$ cat src/rtl/sl_router_pkg.sv
// sl_router_pkg: shared command-word constants, error codes and arbiter states.
package sl_router_pkg;
  localparam int CMD_WIDTH = 34;
  localparam int HMB = 33;
  localparam int LMB = 32;
  localparam logic [1:0] CONFIG = 2'd0;
  localparam logic [1:0] DATA = 2'd1;
  localparam logic [1:0] STATUS = 2'd2;
  localparam logic [1:0] INST_ADDR = 2'd3;
  typedef enum logic [1:0] {ERR_NONE, ERR_ADDR, ERR_INST, ERR_STALL} err_e;
  typedef enum logic [1:0] {S_IDLE, S_ADDR, S_PASS, S_DRAIN} state_e;
endpackage

$ cat src/rtl/sl_rr_pick.sv
// sl_rr_pick: combinational round-robin pick of the first valid requester after ptr.
module sl_rr_pick #(
  parameter int N = 2
) (
  input  logic [N-1:0]         valid,
  input  logic [$clog2(N)-1:0] ptr,
  output logic [N-1:0]         onehot,
  output logic                 any
);
  always_comb begin
    onehot = '0;
    for (int i = N - 1; i >= 0; i--) if (valid[i]) onehot = N'(1) << i;
    // a candidate above ptr beats any wrapped one
    for (int i = N - 1; i >= 0; i--) if (valid[i] && i > int'(ptr)) onehot = N'(1) << i;
  end
  assign any = |valid;
endmodule

$ cat src/rtl/sl_cmd_arbiter.sv
// sl_cmd_arbiter: transaction-level round-robin merge of requester command streams into
// the router command FIFO, inserting INST_ADDR words and dropping malformed traffic.
module sl_cmd_arbiter
  import sl_router_pkg::*;
#(
  parameter int REQ_COUNT = 2,
  parameter int ADDR_WIDTH = 6,
  parameter int CHANNEL_COUNT = 2,
  parameter int STALL_LIMIT = 255
) (
  input  logic                             clk,
  input  logic                             rst,
  input  logic [REQ_COUNT-1:0]             req_valid,
  input  logic [CMD_WIDTH*REQ_COUNT-1:0]   req_data,
  input  logic [ADDR_WIDTH*REQ_COUNT-1:0]  req_addr,
  input  logic [REQ_COUNT-1:0]             req_last,
  output logic [REQ_COUNT-1:0]             req_ready,
  input  logic                             fifo_write_full,
  output logic [CMD_WIDTH-1:0]             fifo_write_data,
  output logic                             fifo_write_inc,
  output logic [REQ_COUNT-1:0]             grant,
  output logic [ADDR_WIDTH-1:0]            cur_addr,
  output logic                             addr_valid,
  output logic                             err_pulse,
  output logic [1:0]                       err_code
);
  localparam int PW = $clog2(REQ_COUNT);
  localparam int SW = $clog2(STALL_LIMIT + 1);
  state_e state, nxt;
  err_e err_now, err_q;
  logic [PW-1:0] g, rr_ptr, pick_idx;
  logic [REQ_COUNT-1:0] pick_oh;
  logic any, legal, acc, rdy, timeout, sel_valid, sel_last;
  logic [ADDR_WIDTH-1:0] addr_g, pick_addr;
  logic [CMD_WIDTH-1:0] sel_data;
  logic [SW-1:0] stall_cnt;
  sl_rr_pick #(.N(REQ_COUNT)) u_pick (
    .valid(req_valid),
    .ptr(rr_ptr),
    .onehot(pick_oh),
    .any(any)
  );
  always_comb begin
    pick_idx = '0;
    pick_addr = '0;
    sel_data = '0;
    sel_valid = 1'b0;
    sel_last = 1'b0;
    for (int i = 0; i < REQ_COUNT; i++) begin
      if (pick_oh[i]) begin
        pick_idx = PW'(i);
        pick_addr = req_addr[ADDR_WIDTH*i +: ADDR_WIDTH];
      end
      if (grant[i]) begin
        sel_data = req_data[CMD_WIDTH*i +: CMD_WIDTH];
        sel_valid = req_valid[i];
        sel_last = req_last[i];
      end
    end
  end
  assign legal = int'(pick_addr[ADDR_WIDTH-1:1]) < CHANNEL_COUNT;
  assign timeout = state == S_PASS && !sel_valid && int'(stall_cnt) == STALL_LIMIT - 1;
  always_comb begin
    nxt = state;
    rdy = 1'b0;
    acc = 1'b0;
    err_now = ERR_NONE;
    fifo_write_inc = 1'b0;
    fifo_write_data = '0;
    case (state)
      S_IDLE: if (any) begin
        nxt = !legal ? S_DRAIN : (addr_valid && pick_addr == cur_addr) ? S_PASS : S_ADDR;
        err_now = legal ? ERR_NONE : ERR_ADDR;
      end
      S_ADDR: begin
        fifo_write_inc = !fifo_write_full;
        fifo_write_data = {INST_ADDR, 32'(addr_g)};
        nxt = fifo_write_full ? S_ADDR : S_PASS;
      end
      S_PASS: begin
        rdy = !fifo_write_full;
        acc = sel_valid && rdy;
        fifo_write_data = sel_data;
        fifo_write_inc = acc && sel_data[HMB:LMB] != INST_ADDR;
        err_now = (acc && sel_data[HMB:LMB] == INST_ADDR) ? ERR_INST : timeout ? ERR_STALL : ERR_NONE;
        nxt = ((acc && sel_last) || timeout) ? S_IDLE : S_PASS;
      end
      default: begin
        rdy = 1'b1;
        acc = sel_valid;
        nxt = (acc && sel_last) ? S_IDLE : S_DRAIN;
      end
    endcase
    if (rst) begin
      rdy = 1'b0;
      fifo_write_inc = 1'b0;
      fifo_write_data = '0;
    end
  end
  assign req_ready = rdy ? grant : '0;
  assign err_code = err_q;
  always_ff @(posedge clk) begin
    if (rst) begin
      state <= S_IDLE;
      grant <= '0;
      g <= '0;
      addr_g <= '0;
      cur_addr <= '0;
      addr_valid <= 1'b0;
      rr_ptr <= PW'(REQ_COUNT - 1);
      stall_cnt <= '0;
      err_pulse <= 1'b0;
      err_q <= ERR_NONE;
    end else begin
      state <= nxt;
      stall_cnt <= (state == S_PASS && nxt == S_PASS && !sel_valid) ? stall_cnt + 1'b1 : '0;
      err_pulse <= err_now != ERR_NONE;
      if (err_now != ERR_NONE) err_q <= err_now;
      if (state == S_IDLE && any) begin
        g <= pick_idx;
        grant <= pick_oh;
        addr_g <= pick_addr;
      end
      if (state != S_IDLE && nxt == S_IDLE) begin
        grant <= '0;
        rr_ptr <= g;
      end
      if (state == S_ADDR && !fifo_write_full) begin
        cur_addr <= addr_g;
        addr_valid <= 1'b1;
      end
      // a timed-out transaction leaves the router's instance selection unknown
      if (timeout) addr_valid <= 1'b0;
    end
  end
endmodule
$ cat config.mk
export PLATFORM = sky130hd
export DESIGN_NAME = sl_cmd_arbiter
export DESIGN_NICKNAME = d
export VERILOG_FILES = /design/src/rtl/sl_router_pkg.sv /design/src/rtl/sl_rr_pick.sv /design/src/rtl/sl_cmd_arbiter.sv
export SDC_FILE = /design/constraint.sdc
export NUM_CORES = 1
export LEC_CHECK = 0
export BUFFER_PORTS_ARGS = -buffer_cell sky130_fd_sc_hd__buf_2
export CORE_MARGIN = 3
export CORE_UTILIZATION = 42
export DETAILED_ROUTE_END_ITERATION = 8
export PLACE_DENSITY = 0.8
export SETUP_SLACK_MARGIN = 0.5
export SYNTH_ARGS = -nofsm -noshare
export SYNTH_HDL_FRONTEND = slang
export SYNTH_SLANG_ARGS = --single-unit
$ cat constraint.sdc
create_clock -name clk -period 2.5 [get_ports clk]
set_clock_uncertainty 0.1 [all_clocks]
set_input_delay 0.125 -clock clk [delete_from_list [all_inputs] [get_ports clk]]
set_output_delay 0.125 -clock clk [all_outputs]
set_load 0.05 [all_outputs]
==> impl_metrics.py <==
metrics = {
    "cells_and_area": {
        "regArea_um2": 613,
        "multi_input_area_mm2": 0.00188,
        "final_nets": 505,
        "layout-area-overhead-vs-synth_pct": 89.6,
        "fill_cells": 224,
        "final_core_util": 0.859,
        "drive_gt1_frac": 0.576,
        "final_cells": 479,
    },
    "yosys": {
        "synth_top_cell_area_share": 0.292,
        "syn_area_mm2": 0.00205,
        "synthTopCellsByArea": "dfxtp_1 (29%), a22oi_1 (13%), nor2_1 (7.5%)",
        "ys.flop_type": "dfxtp_1",
        "yosysMostFrequentCell": "nor2_1",
        "yosysTopAreaCell": "dfxtp_1",
        "avgSynthCellArea_um2": 7.58,
        "netlist_instances": 271,
        "synth_edf_count": 0,
        "synthDistinctLibCells": 45,
        "async_flop_share": 0,
        "yosysWarnings": 0,
        "synth_seq_cells": 30,
        "synth_nets": 364,
        "yosysSeqAreaShare": 0.292,
        "synth_common_cells": "nor2_1 (41), a22oi_1 (35), dfxtp_1 (30), nand2_1 (30), clkbuf_1 (16)",
    },
    "power": {
        "swShare": 0.470,
        "total_power_mw": 2.63,
        "power_frac_seq": 0.253,
        "p_switching_mw": 1.24,
        "p_leak_nw": 1.55,
        "ir_drop_v": 0.000656,
        "power_density_mw_per_mm2": 676,
        "comb_power_share": 0.594,
        "internal-power_mw": 1.40,
        "pwr-share-clk": 0.153,
    },
    "clock_tree": {
        "root_buffer": "clkbuf_8",
        "clock_path_buffers": 2,
        "cts_made_buffers": 5,
        "postCtsHoldBufs": 0,
        "cts_tree": "yes",
        "clkSinkCount": 30,
        "cts_max_level": 2,
        "path_clk_slew_ns": 0.07,
        "clock_latency_ns": 0.28,
    },
    "critical_path": {
        "path_class": "reg2out",
        "reg2regPathDepth": 7,
        "cp-start-kind": "flip-flop",
        "startpoint": "state[0]",
        "path_max_fanout": 7,
        "slowest_stage": "or3_1",
        "cp.required_ns": 2.28,
        "path_cells": "buf_4, ha_2, or3_1, a21oi_1, and2_1, buf_6",
        "r2r-end": "stall_cnt[2]",
        "cp-end-kind": "output pin",
        "arrival_ns": 2.01,
        "slowest_delay_ns": 0.40,
        "reg2reg_slack_ns": 0.29,
        "r2r_start": "stall_cnt[3]",
        "crit_path_end": "req_ready[1]",
    },
    "sta": {
        "hold_viol_final": 0,
        "setup_viol": 0,
        "finalCriticalPeriod_ns": 2.24,
        "finalMaxSlewViolations": 0,
        "timing.fmax_ghz": 0.447,
        "worst_slew_pin_slew_ns": 0.417,
        "rsz0062_at_grt": "true",
        "max_slew_margin": 0.715,
        "tns_ns": 0,
        "whs_ns": 0.146,
        "finalCritPeriodShare": 0.895,
    },
    "run_status": {
        "status": "finished clean",
    },
    "floorplanning": {
        "start_util": 0.453,
        "io_pins": 136,
        "die_w_um": 75.9,
        "dieArea_mm2": 0.00577,
        "chipHeight_um": 75.9,
        "core-area_mm2": 0.00453,
        "rows": 24,
    },
    "global_routing": {
        "grt_pass1_vias": 2690,
        "antenna_found_initial": 1,
        "grt_max_degree": 34,
        "grt.total_usage": 0.294,
        "grt_overflow": 0,
        "grt_pass1_wl_um": 13900,
    },
    "hold_path": {
        "hp-class": "in2reg",
    },
    "drt": {
        "drt_iter0_drc": 183,
        "totalWireLength_um": 9910,
        "wl_per_cell_um": 20.7,
        "via_per_inst": 6.09,
        "vias": 2915,
        "drc": 0,
        "firstDrtPassIters": 7,
        "ant_nets": 0,
    },
    "placed_design": {
        "port_buffers": 135,
        "placed_cells": 458,
        "gp_congestion": 0.927,
        "dpl.hpwl_um": 5850,
    },
    "flow_run": {
        "drv_cap": 0,
    },
}
through the flow:
| step | setup slack (ns) | instance area, µm² |
|---|---|---|
| floorplan | 0.495 | 2390 |
| global placement | 0.310 | 3120 |
| detailed placement | 0.239 | 3120 |
| CTS | 0.319 | 3620 |
| global route | 0.188 | 3900 |
| finish | 0.261 | 3900 |
repair_timing:
| action | in CTS | in global routing |
|---|---|---|
| hold endpoints to repair | 0 | 0 |
| endpoints found under the setup margin | 49 | 49 |
| gates cloned | 2 | 1 |
| pin swaps | 13 | 32 |
| setup buffers | 7 | 2 |
| gates resized for setup | 79 | 60 |
routing by layer:
metal / wire length, µm / up-vias / GRT usage
met5: 0 / - / 0
met3: 852 / 46 / 0.0628
met1: 3640 / 1392 / 0.357
met4: 444 / 0 / 0.109
li1: - / 1281 / -
met2: 4980 / 196 / 0.510
worst min-delay path by stage:
stage	start	endpoint	slack [ns]	cells after the start
global route	req_addr[7]	addr_g[1]	0.17	3
floorplan	req_addr[10]	addr_g[4]	0.31	2
CTS	req_addr[11]	addr_g[5]	0.14	3
finish	req_addr[7]	addr_g[1]	0.15	3
detailed placement	err_code[0]	err_code[0]	0.37	2
global placement	err_code[0]	err_code[0]	0.34	2
final cells by class:
class                           count  area share
Timing Repair Buffer              154       0.311
Multi-Input combinational cell    217       0.482
Clock buffer                        7      0.0222
Antenna cell                        1    0.000642
Inverter                            4     0.00450
Tap cell                           65      0.0209
Clock inverter                      1     0.00128
Sequential cell                    30       0.157
critical path, delay by kind of cell (launching register included):
family | cells | cell delay, ns
AO/OA/AOI/OAI | 1 | 0.25
adder cells (fa/ha/maj) | 1 | 0.24
flip-flops | 1 | 0.33
buffers and inverters | 2 | 0.31
AND/OR/NAND/NOR | 2 | 0.60
registers in the layout, indices dropped and copies added (netlist names):
name and count:
rr_ptr 1, stall_cnt 8, grant 2, err_code 2, g 1, addr_g 6
err_pulse 1, addr_valid 1, state 2, cur_addr 6
power groups by stage:
stage	Clock, mW	Combinational, mW	Sequential (mW)
after floorplan	0	0.839	0.705
after global placement	0	1.16	0.655
after detailed placement	0	1.18	0.657
after CTS	0.404	1.41	0.648
after global routing	0.424	1.65	0.677
final	0.402	1.56	0.666
kinds of logic after synthesis:
family / after synthesis / synth area share
flip-flops: 30 / 0.292
XOR/XNOR: 12 / 0.0512
AO/OA/AOI/OAI: 86 / 0.304
buffers and inverters: 24 / 0.0445
adder cells (fa/ha/maj): 6 / 0.0365
AND/OR/NAND/NOR: 113 / 0.272
layout by cell type (no fill, tap or decap), types with 2 or more instances in the layout:
master / Yosys / routed
buf_16: 0 / 2
dfxtp_2: 0 / 4
o21ai_4: 0 / 6
dfxtp_1: 30 / 24
a22oi_1: 35 / 35
buf_12: 0 / 3
dfxtp_4: 0 / 2
nand2_1: 30 / 23
nand3_1: 6 / 6
inv_1: 4 / 2
nor2_4: 0 / 26
nor4_1: 8 / 3
nand2_2: 0 / 2
buf_8: 0 / 18
buf_4: 0 / 10
a211oi_1: 6 / 6
nor3b_1: 2 / 2
nor4_2: 1 / 5
a32oi_4: 0 / 4
xor2_1: 9 / 9
buf_2: 1 / 100
nand2b_1: 3 / 3
nand2_4: 0 / 4
ha_1: 6 / 3
nor3_1: 5 / 4
and2_1: 4 / 3
a21oi_1: 15 / 15
buf_6: 0 / 20
ha_4: 0 / 2
o21ai_2: 0 / 2
o21ai_0: 12 / 4
nor2_1: 41 / 15
clkbuf_8: 0 / 6
xnor2_1: 3 / 3
No activity file was read; power rests on OpenSTA's default activity.
